<file path="config.mk">
export PLATFORM = sky130hd
export DESIGN_NAME = mem_stage_lsu_flat
export DESIGN_NICKNAME = d
export VERILOG_FILES = /design/src/rtl/mem_stage_lsu_if.sv /design/src/rtl/mem_stage_lsu.sv /design/src/flat_wrapper.sv
export SDC_FILE = /design/constraint.sdc
export NUM_CORES = 1
export LEC_CHECK = 0
export ABC_CLOCK_PERIOD_IN_PS = 14400
export CORE_MARGIN = 8
export CORE_UTILIZATION = 38
export DETAILED_ROUTE_END_ITERATION = 12
export GPL_TIMING_DRIVEN = 1
export PLACE_DENSITY = 0.69
export SLEW_MARGIN = 20
export SYNTH_ARGS = -nofsm -noshare
export SYNTH_HDL_FRONTEND = slang
export SYNTH_SLANG_ARGS = --single-unit
</file>
<file path="constraint.sdc">
create_clock -name i_clk -period 14.4 [get_ports i_clk]
set_input_delay 1.44 -clock i_clk [delete_from_list [all_inputs] [get_ports i_clk]]
set_output_delay 1.44 -clock i_clk [all_outputs]
set_load 0.03 [all_outputs]
</file>
<file path="src/rtl/mem_stage_lsu_if.sv">
// Memory-stage LSU signal bundle: M-stage access inputs, data-bus handshake and load writeback.
// "master" is the LSU side; "slave" is the pipeline/bus environment side.
interface mem_stage_lsu_if #(
  parameter int XLEN = 2
);
  localparam int W  = 1 << (XLEN + 4);
  localparam int NB = W / 8;

  logic          i_flush;
  logic [W-1:0]  i_alu_out_m;
  logic [W-1:0]  i_haz_b_m;
  logic          i_mem_write_m;
  logic [1:0]    i_result_src_m;
  logic [2:0]    i_f3_m;
  logic          o_stall_m;
  logic          o_dbus_req;
  logic          o_dbus_we;
  logic [W-1:0]  o_dbus_addr;
  logic [W-1:0]  o_dbus_wdata;
  logic [NB-1:0] o_dbus_be;
  logic          i_dbus_gnt;
  logic          i_dbus_rvalid;
  logic [W-1:0]  i_dbus_rdata;
  logic          i_dbus_err;
  logic [W-1:0]  o_load_data_m;
  logic          o_load_valid_m;
  logic [3:0]    o_exception_code_m;

  modport master (
    input  i_flush, i_alu_out_m, i_haz_b_m, i_mem_write_m, i_result_src_m, i_f3_m,
    input  i_dbus_gnt, i_dbus_rvalid, i_dbus_rdata, i_dbus_err,
    output o_stall_m, o_dbus_req, o_dbus_we, o_dbus_addr, o_dbus_wdata, o_dbus_be,
    output o_load_data_m, o_load_valid_m, o_exception_code_m
  );

  modport slave (
    output i_flush, i_alu_out_m, i_haz_b_m, i_mem_write_m, i_result_src_m, i_f3_m,
    output i_dbus_gnt, i_dbus_rvalid, i_dbus_rdata, i_dbus_err,
    input  o_stall_m, o_dbus_req, o_dbus_we, o_dbus_addr, o_dbus_wdata, o_dbus_be,
    input  o_load_data_m, o_load_valid_m, o_exception_code_m
  );
endinterface

</file>
<file path="src/rtl/mem_stage_lsu.sv">
// Memory-stage load/store unit: runs one data-bus access per M-stage load/store,
// stalls the pipeline while it is outstanding, aligns/extends load data and reports exceptions.
module mem_stage_lsu #(
  parameter int XLEN = 2
) (
  input logic            i_clk,
  input logic            i_rst,
  mem_stage_lsu_if.master bus
);
  localparam int W    = 1 << (XLEN + 4);
  localparam int NB   = W / 8;
  localparam int OFFW = XLEN + 1;

  typedef enum logic [1:0] {IDLE, REQ, RESP, DONE} state_t;

  state_t          state;
  logic            req;
  logic            we;
  logic [W-1:0]    addr;
  logic [W-1:0]    wdata;
  logic [NB-1:0]   be;
  logic [OFFW-1:0] off_reg;
  logic [2:0]      f3_reg;
  logic            store_reg;
  logic            killed;
  logic            load_valid;
  logic [W-1:0]    load_data;
  logic [3:0]      fault_code;

  logic            is_store;
  logic            is_load;
  logic            access;
  logic            misaligned;
  logic            start;
  logic [2:0]      align_mask;
  logic [3:0]      size_bytes;
  logic [OFFW-1:0] offset;
  logic [NB-1:0]   size_mask;
  logic [NB-1:0]   be_next;
  logic [W-1:0]    wdata_next;
  logic [3:0]      size_reg;
  logic [7:0]      size_bits;
  logic [W-1:0]    shifted;
  logic [W-1:0]    extended;
  logic            sign_bit;
  logic [3:0]      exc_code;

  // Store wins when both store and load are flagged.
  assign is_store   = bus.i_mem_write_m;
  assign is_load    = ~bus.i_mem_write_m & (bus.i_result_src_m == 2'b01);
  assign access     = is_store | is_load;
  assign size_bytes = 4'd1 << bus.i_f3_m[1:0];
  assign offset     = bus.i_alu_out_m[OFFW-1:0];

  always_comb begin
    align_mask = 3'b111;
    case (bus.i_f3_m[1:0])
      2'b00:   align_mask = 3'b000;
      2'b01:   align_mask = 3'b001;
      2'b10:   align_mask = 3'b011;
      default: align_mask = 3'b111;
    endcase
  end

  // A doubleword on a 32-bit bus cannot be performed, so it is reported as misaligned.
  assign misaligned = ((XLEN == 1) && (bus.i_f3_m[1:0] == 2'b11)) ||
                      ((bus.i_alu_out_m[2:0] & align_mask) != 3'b000);
  assign start      = (state == IDLE) & access & ~misaligned & ~bus.i_flush;

  generate
    for (genvar gi = 0; gi < NB; gi++) begin : g_size_mask
      assign size_mask[gi] = (4'(gi) < size_bytes);
    end
  endgenerate

  assign be_next    = size_mask << offset;
  assign wdata_next = bus.i_haz_b_m << {offset, 3'b000};

  // Load alignment: move the addressed lane down to bit 0, then extend past the access size.
  assign size_reg  = 4'd1 << f3_reg[1:0];
  assign size_bits = {1'b0, size_reg, 3'b000};
  assign shifted   = bus.i_dbus_rdata >> {off_reg, 3'b000};

  always_comb begin
    sign_bit = 1'b0;
    case (f3_reg[1:0])
      2'b00:   sign_bit = shifted[7];
      2'b01:   sign_bit = shifted[15];
      2'b10:   sign_bit = shifted[31];
      default: sign_bit = shifted[W-1];
    endcase
    sign_bit = sign_bit & ~f3_reg[2];
  end

  generate
    for (genvar gi = 0; gi < W; gi++) begin : g_extend
      assign extended[gi] = (8'(gi) < size_bits) ? shifted[gi] : sign_bit;
    end
  endgenerate

  always_ff @(posedge i_clk or posedge i_rst) begin
    if (i_rst) begin
      state      <= IDLE;
      req        <= 1'b0;
      we         <= 1'b0;
      addr       <= '0;
      wdata      <= '0;
      be         <= '0;
      off_reg    <= '0;
      f3_reg     <= '0;
      store_reg  <= 1'b0;
      killed     <= 1'b0;
      load_valid <= 1'b0;
      load_data  <= '0;
      fault_code <= 4'hF;
    end else begin
      load_valid <= 1'b0;
      case (state)
        IDLE: begin
          if (start) begin
            state     <= REQ;
            req       <= 1'b1;
            we        <= is_store;
            addr      <= {bus.i_alu_out_m[W-1:OFFW], {OFFW{1'b0}}};
            wdata     <= wdata_next;
            be        <= be_next;
            off_reg   <= offset;
            f3_reg    <= bus.i_f3_m;
            store_reg <= is_store;
            killed    <= 1'b0;
          end
        end
        REQ: begin
          if (bus.i_dbus_gnt) begin
            // Once granted the bus owes a response, so a flush only marks the access dead.
            state  <= RESP;
            req    <= 1'b0;
            be     <= '0;
            killed <= bus.i_flush;
          end else if (bus.i_flush) begin
            state <= IDLE;
            req   <= 1'b0;
            be    <= '0;
          end
        end
        RESP: begin
          if (bus.i_flush) begin
            killed <= 1'b1;
          end
          if (bus.i_dbus_rvalid) begin
            state      <= DONE;
            fault_code <= 4'hF;
            if (!(killed || bus.i_flush)) begin
              if (bus.i_dbus_err) begin
                fault_code <= store_reg ? 4'd7 : 4'd5;
              end else if (!store_reg) begin
                load_data  <= extended;
                load_valid <= 1'b1;
              end
            end
          end
        end
        DONE: begin
          state      <= IDLE;
          fault_code <= 4'hF;
        end
        default: state <= IDLE;
      endcase
    end
  end

  always_comb begin
    exc_code = 4'hF;
    if (state == DONE) begin
      exc_code = fault_code;
    end else if ((state == IDLE) && access && misaligned && !i_rst) begin
      exc_code = is_store ? 4'd6 : 4'd4;
    end
  end

  assign bus.o_stall_m          = start | (state == REQ) | (state == RESP);
  assign bus.o_dbus_req         = req;
  assign bus.o_dbus_we          = we;
  assign bus.o_dbus_addr        = addr;
  assign bus.o_dbus_wdata       = wdata;
  assign bus.o_dbus_be          = be;
  assign bus.o_load_data_m      = load_data;
  assign bus.o_load_valid_m     = load_valid;
  assign bus.o_exception_code_m = exc_code;
endmodule

</file>
<file path="src/flat_wrapper.sv">
// flat-port wrapper written by rule: the top's interface ports become plain ports
module mem_stage_lsu_flat 
#(
  parameter int XLEN = 2
)
  (i_clk, i_rst, bus_i_flush, bus_i_alu_out_m, bus_i_haz_b_m, bus_i_mem_write_m, bus_i_result_src_m, bus_i_f3_m, bus_i_dbus_gnt, bus_i_dbus_rvalid, bus_i_dbus_rdata, bus_i_dbus_err, bus_o_stall_m, bus_o_dbus_req, bus_o_dbus_we, bus_o_dbus_addr, bus_o_dbus_wdata, bus_o_dbus_be, bus_o_load_data_m, bus_o_load_valid_m, bus_o_exception_code_m);
  mem_stage_lsu_if #(.XLEN(XLEN)) bus_i ();
  input logic i_clk;
  input logic i_rst;
  input wire logic [$bits(bus_i.i_flush)-1:0] bus_i_flush;
  input wire logic [$bits(bus_i.i_alu_out_m)-1:0] bus_i_alu_out_m;
  input wire logic [$bits(bus_i.i_haz_b_m)-1:0] bus_i_haz_b_m;
  input wire logic [$bits(bus_i.i_mem_write_m)-1:0] bus_i_mem_write_m;
  input wire logic [$bits(bus_i.i_result_src_m)-1:0] bus_i_result_src_m;
  input wire logic [$bits(bus_i.i_f3_m)-1:0] bus_i_f3_m;
  input wire logic [$bits(bus_i.i_dbus_gnt)-1:0] bus_i_dbus_gnt;
  input wire logic [$bits(bus_i.i_dbus_rvalid)-1:0] bus_i_dbus_rvalid;
  input wire logic [$bits(bus_i.i_dbus_rdata)-1:0] bus_i_dbus_rdata;
  input wire logic [$bits(bus_i.i_dbus_err)-1:0] bus_i_dbus_err;
  output wire logic [$bits(bus_i.o_stall_m)-1:0] bus_o_stall_m;
  output wire logic [$bits(bus_i.o_dbus_req)-1:0] bus_o_dbus_req;
  output wire logic [$bits(bus_i.o_dbus_we)-1:0] bus_o_dbus_we;
  output wire logic [$bits(bus_i.o_dbus_addr)-1:0] bus_o_dbus_addr;
  output wire logic [$bits(bus_i.o_dbus_wdata)-1:0] bus_o_dbus_wdata;
  output wire logic [$bits(bus_i.o_dbus_be)-1:0] bus_o_dbus_be;
  output wire logic [$bits(bus_i.o_load_data_m)-1:0] bus_o_load_data_m;
  output wire logic [$bits(bus_i.o_load_valid_m)-1:0] bus_o_load_valid_m;
  output wire logic [$bits(bus_i.o_exception_code_m)-1:0] bus_o_exception_code_m;
  assign bus_i.i_flush = bus_i_flush;
  assign bus_i.i_alu_out_m = bus_i_alu_out_m;
  assign bus_i.i_haz_b_m = bus_i_haz_b_m;
  assign bus_i.i_mem_write_m = bus_i_mem_write_m;
  assign bus_i.i_result_src_m = bus_i_result_src_m;
  assign bus_i.i_f3_m = bus_i_f3_m;
  assign bus_i.i_dbus_gnt = bus_i_dbus_gnt;
  assign bus_i.i_dbus_rvalid = bus_i_dbus_rvalid;
  assign bus_i.i_dbus_rdata = bus_i_dbus_rdata;
  assign bus_i.i_dbus_err = bus_i_dbus_err;
  assign bus_o_stall_m = bus_i.o_stall_m;
  assign bus_o_dbus_req = bus_i.o_dbus_req;
  assign bus_o_dbus_we = bus_i.o_dbus_we;
  assign bus_o_dbus_addr = bus_i.o_dbus_addr;
  assign bus_o_dbus_wdata = bus_i.o_dbus_wdata;
  assign bus_o_dbus_be = bus_i.o_dbus_be;
  assign bus_o_load_data_m = bus_i.o_load_data_m;
  assign bus_o_load_valid_m = bus_i.o_load_valid_m;
  assign bus_o_exception_code_m = bus_i.o_exception_code_m;
  mem_stage_lsu #(.XLEN(XLEN)) u_core (.i_clk(i_clk), .i_rst(i_rst), .bus(bus_i));
endmodule
</file>
==> flow_summary.yaml <==
outcome:
  outcome: "finished, final reports clean"
timing:
  hold_viol_final: 0
  unrepaired_setup_endpoints_after_global_routing: "false"
  final_max_slew_viol_count: 0
  finalClockSkew_ps: 16.37
  timing_worst_slew_pin_value_ps: 1065
  setup_viol_count_final: 0
  hold_ws_ps: 465.8
  maxClockFrequency_mhz: 192.2
  slew_headroom_pct: 29.02
  finalWorstSetupSlack_ps: 9197
  post-route-min-period_ps: 5203
  portion_of_the_clock_cycle_consumed_by_the_worst_path_in_the_final_layout_pct: 36.13
  timing.setup.tns_ps: 0
final_layout:
  area_growth_pct: 42.31
  nFillCells: 2732
  layout.core_utilization_pct: 54.76
  num-nets-final: 1854
  final-instance-count-excl-fill: 2061
  fraction_of_final_layout_cells_sized_beyond_drive_strength_1_pct: 7.813
yosys:
  synthesis.area_per_instance_um2: 8.948
  yosys.area.top_type: "sky130_fd_sc_hd__dfrtp_1"
  yosysSeqAreaShare_pct: 45.00
  gate_count_post_synth: 1312
  post_synth_edffs: 0
  netlist_area_um2: 11740
  yosys_warnings: 0
  netlist-cell-type-count: 55
  synth_top_area_share_pct: 44.55
  yosys_register_bits: 211
  synth.top_cells.by_area: "sky130_fd_sc_hd__dfrtp_1 (45%), sky130_fd_sc_hd__nand2_1 (10%), sky130_fd_sc_hd__mux2i_1 (8.8%)"
  synthArstFlopShare_pct: 100.0
  yosys_most_used_dff: "sky130_fd_sc_hd__dfrtp_1"
placed_design:
  gpl.final_weighted_congestion: 0.9186
  port_buffers: 407
  dp_slack_ps: 9194
  dp_cells: 2014
  detailedPlacementHpwl_mm: 34.76
die:
  coreArea_um2: 30510
  initial_core_utilization_pct: 38.48
  die-area_um2: 36780
  boundaryPins: 412
  die_width_um: 191.8
  die_h_um: 191.8
  std_cell_rows: 64
critical_path:
  max_stage_delay_ps: 730
  critical_path_class: "in2out"
  worst-path-max-fanout: 98
  worstSetupStartpointType: "input pin"
  slowest_stage: "sky130_fd_sc_hd__buf_4"
  crit_top_cell: "sky130_fd_sc_hd__o21ai_0"
  cp_data_arrival_time_ps: 3760
  critical_path.endpoint_type: "output port"
  cp.required_ps: 12960
  crit_chain: "buf_2 > buf_4 > o21ai_0 > o21ai_0 > nor3_2 > or3_1 > clkdlybuf4s50_1"
drt:
  route.detailed.wl_per_inst_um: 22.76
  drt_iter0_drc: 901
  total_number_of_vias: 11370
  drt_wirelength_mm: 46.91
  route.detailed.vias_per_inst: 5.515
  drt-pass1-iter-count: 5
  post-route-drc-count: 0
  final_antenna_net_count: 0
power:
  pwr_per_cell_area_nw_per_um2: 224.7
  leakagePower_nw: 7.250
  highest_ir_drop_seen_on_vdd_uv: 130.4
global_routing:
  wire_length_of_the_first_global_routing_pass_mm: 69.86
  grt_start_max_net_pins: 132
  grt_use_total_pct: 24.40
  grt_antenna_before_repair: 3
  first_global_vias: 11460
  grt-ovfl-total: 0
clock_tree:
  clk_latency_ps: 530
  h_tree_level_count: 1
  cts.reportedPaths.clkPinSlew_ps: 60
  cts.root.buffer_cell: "sky130_fd_sc_hd__clkbuf_16"
  cts-buffers-inserted: 25
  cts_resized: 0
  cts_tree: "yes"
  tritoncts_num_sinks: 211
  clock_tree.buffer_depth: 3
  cts_post_setup_buffers_inserted: 0
  cts_hold_repair.buffers: 0
worst_hold_path:
  hold_path_class: "reg2reg"
run:
  maxCapViolations: 0
[logic make-up after synthesis]
group / after synthesis / share of synthesized area (%)
simple gates: 502 / 18.13
compound gates: 331 / 19.46
flops: 211 / 45.00
mux: 133 / 11.95
buf+inv: 128 / 4.870
fa+ha+maj: 5 / 0.5329
other cells: 2 / 0.06397
[synth_stat cells, drive strengths merged, types with 2 or more instances]
library cell and instances:
a211oi 57, a21o 8, a21oi 102, a221o 15
a2bb2oi 7, a31oi 14, and2 3, and3 8
buf 50, clkbuf 64, clkinv 2, conb 2
dfrtp 209, dfstp 2, ha 5, inv 12
mux2 27, mux2i 103, mux4 3, nand2 312
nand2b 13, nand3 21, nor2 85, nor2b 29
nor3 8, o21a 12, o21ai 38, o221ai 8
o22a 10, o22ai 16, o2bb2ai 20, o31ai 16
or2 16, or3 2
[critical path, delay by kind of cell]
family                 cells  cell delay, ps
buffers and inverters      3            1470
AOI/OAI and AO/OA          2             420
and+or+nand+nor            2             410
[metrics by stage]
step,total power [mW],area [um^2]
after floorplan,2.233,11750
after global placement,3.105,15890
after detailed placement,3.128,15890
after CTS,3.780,16700
after global routing,3.946,16700
final,3.754,16710
[area by class of cell]
type | instances | area [um^2] | area share (%)
antenna | 1 | 2.502 | 0.01498
clock buffer | 37 | 710.7 | 4.254
clock inverter | 9 | 101.3 | 0.6066
inverter | 14 | 60.06 | 0.3595
multi-input combinational | 975 | 5903 | 35.33
sequential | 211 | 5286 | 31.64
tap | 396 | 495.5 | 2.966
timing repair buffer | 418 | 4148 | 24.83
[power breakdown]
group / internal, mW / switching, mW / total [mW]
Clock: 0.377 / 0.259 / 0.636
Combinational: 0.829 / 1.19 / 2.01
Sequential: 0.867 / 0.237 / 1.10
Total: 2.07 / 1.68 / 3.75
[per-layer routing]
layer | part of all wire [%] | global-route usage (%) | up-vias
met1 | 38 | 29.59 | 5483
met2 | 49 | 41.48 | 560
met5 | 0.021 | 0 | -
met3 | 11 | 8.206 | 65
met4 | 2.0 | 5.329 | 2
li1 | - | - | 5256
[path summary, 6_finish.rpt]
check | from | end | slack, ps | cells past startpoint
setup / recovery | bus_i_alu_out_m[0] | bus_o_stall_m | 9200 | 7
hold / removal | u_core.bus.o_dbus_wdata[3]$_DFFE_PP0P_ | u_core.bus.o_dbus_wdata[3]$_DFFE_PP0P_ | 470 | 2
setup reg to reg | u_core.state[0]$_DFFE_PP0P_ | u_core.bus.o_load_data_m[22]$_DFFE_PP0P_ | 10880 | 8
hold reg to reg | u_core.bus.o_dbus_wdata[3]$_DFFE_PP0P_ | u_core.bus.o_dbus_wdata[3]$_DFFE_PP0P_ | 470 | 2
max in group asynchronous | i_rst | u_core.bus.o_dbus_addr[31]$_DFFE_PP0P_ | 11470 | 3
min in group asynchronous | i_rst | u_core.bus.o_dbus_wdata[7]$_DFFE_PP0P_ | 1520 | 2
[cells in the final DEF, fill, tap and decap left out, drive strengths merged, types with 10 or more instances in the layout]
| cell type | synthesis | layout |
|---|---|---|
| o22a | 10 | 10 |
| a21oi | 102 | 102 |
| o22ai | 16 | 16 |
| nand3 | 21 | 21 |
| a211oi | 57 | 57 |
| o21ai | 38 | 38 |
| nand2 | 312 | 312 |
| dfrtp | 209 | 209 |
| o31ai | 16 | 16 |
| buf | 50 | 14 |
| nor2b | 29 | 29 |
| a221o | 15 | 15 |
| clkdlybuf4s50 | 0 | 404 |
| clkbuf | 64 | 37 |
| mux2i | 103 | 103 |
| o2bb2ai | 20 | 20 |
| mux2 | 27 | 27 |
| a31oi | 14 | 14 |
| nor2 | 85 | 85 |
| nand2b | 13 | 13 |
| o21a | 12 | 12 |
| or2 | 16 | 16 |
| inv | 12 | 13 |
(Power assumes the default switching activity.)
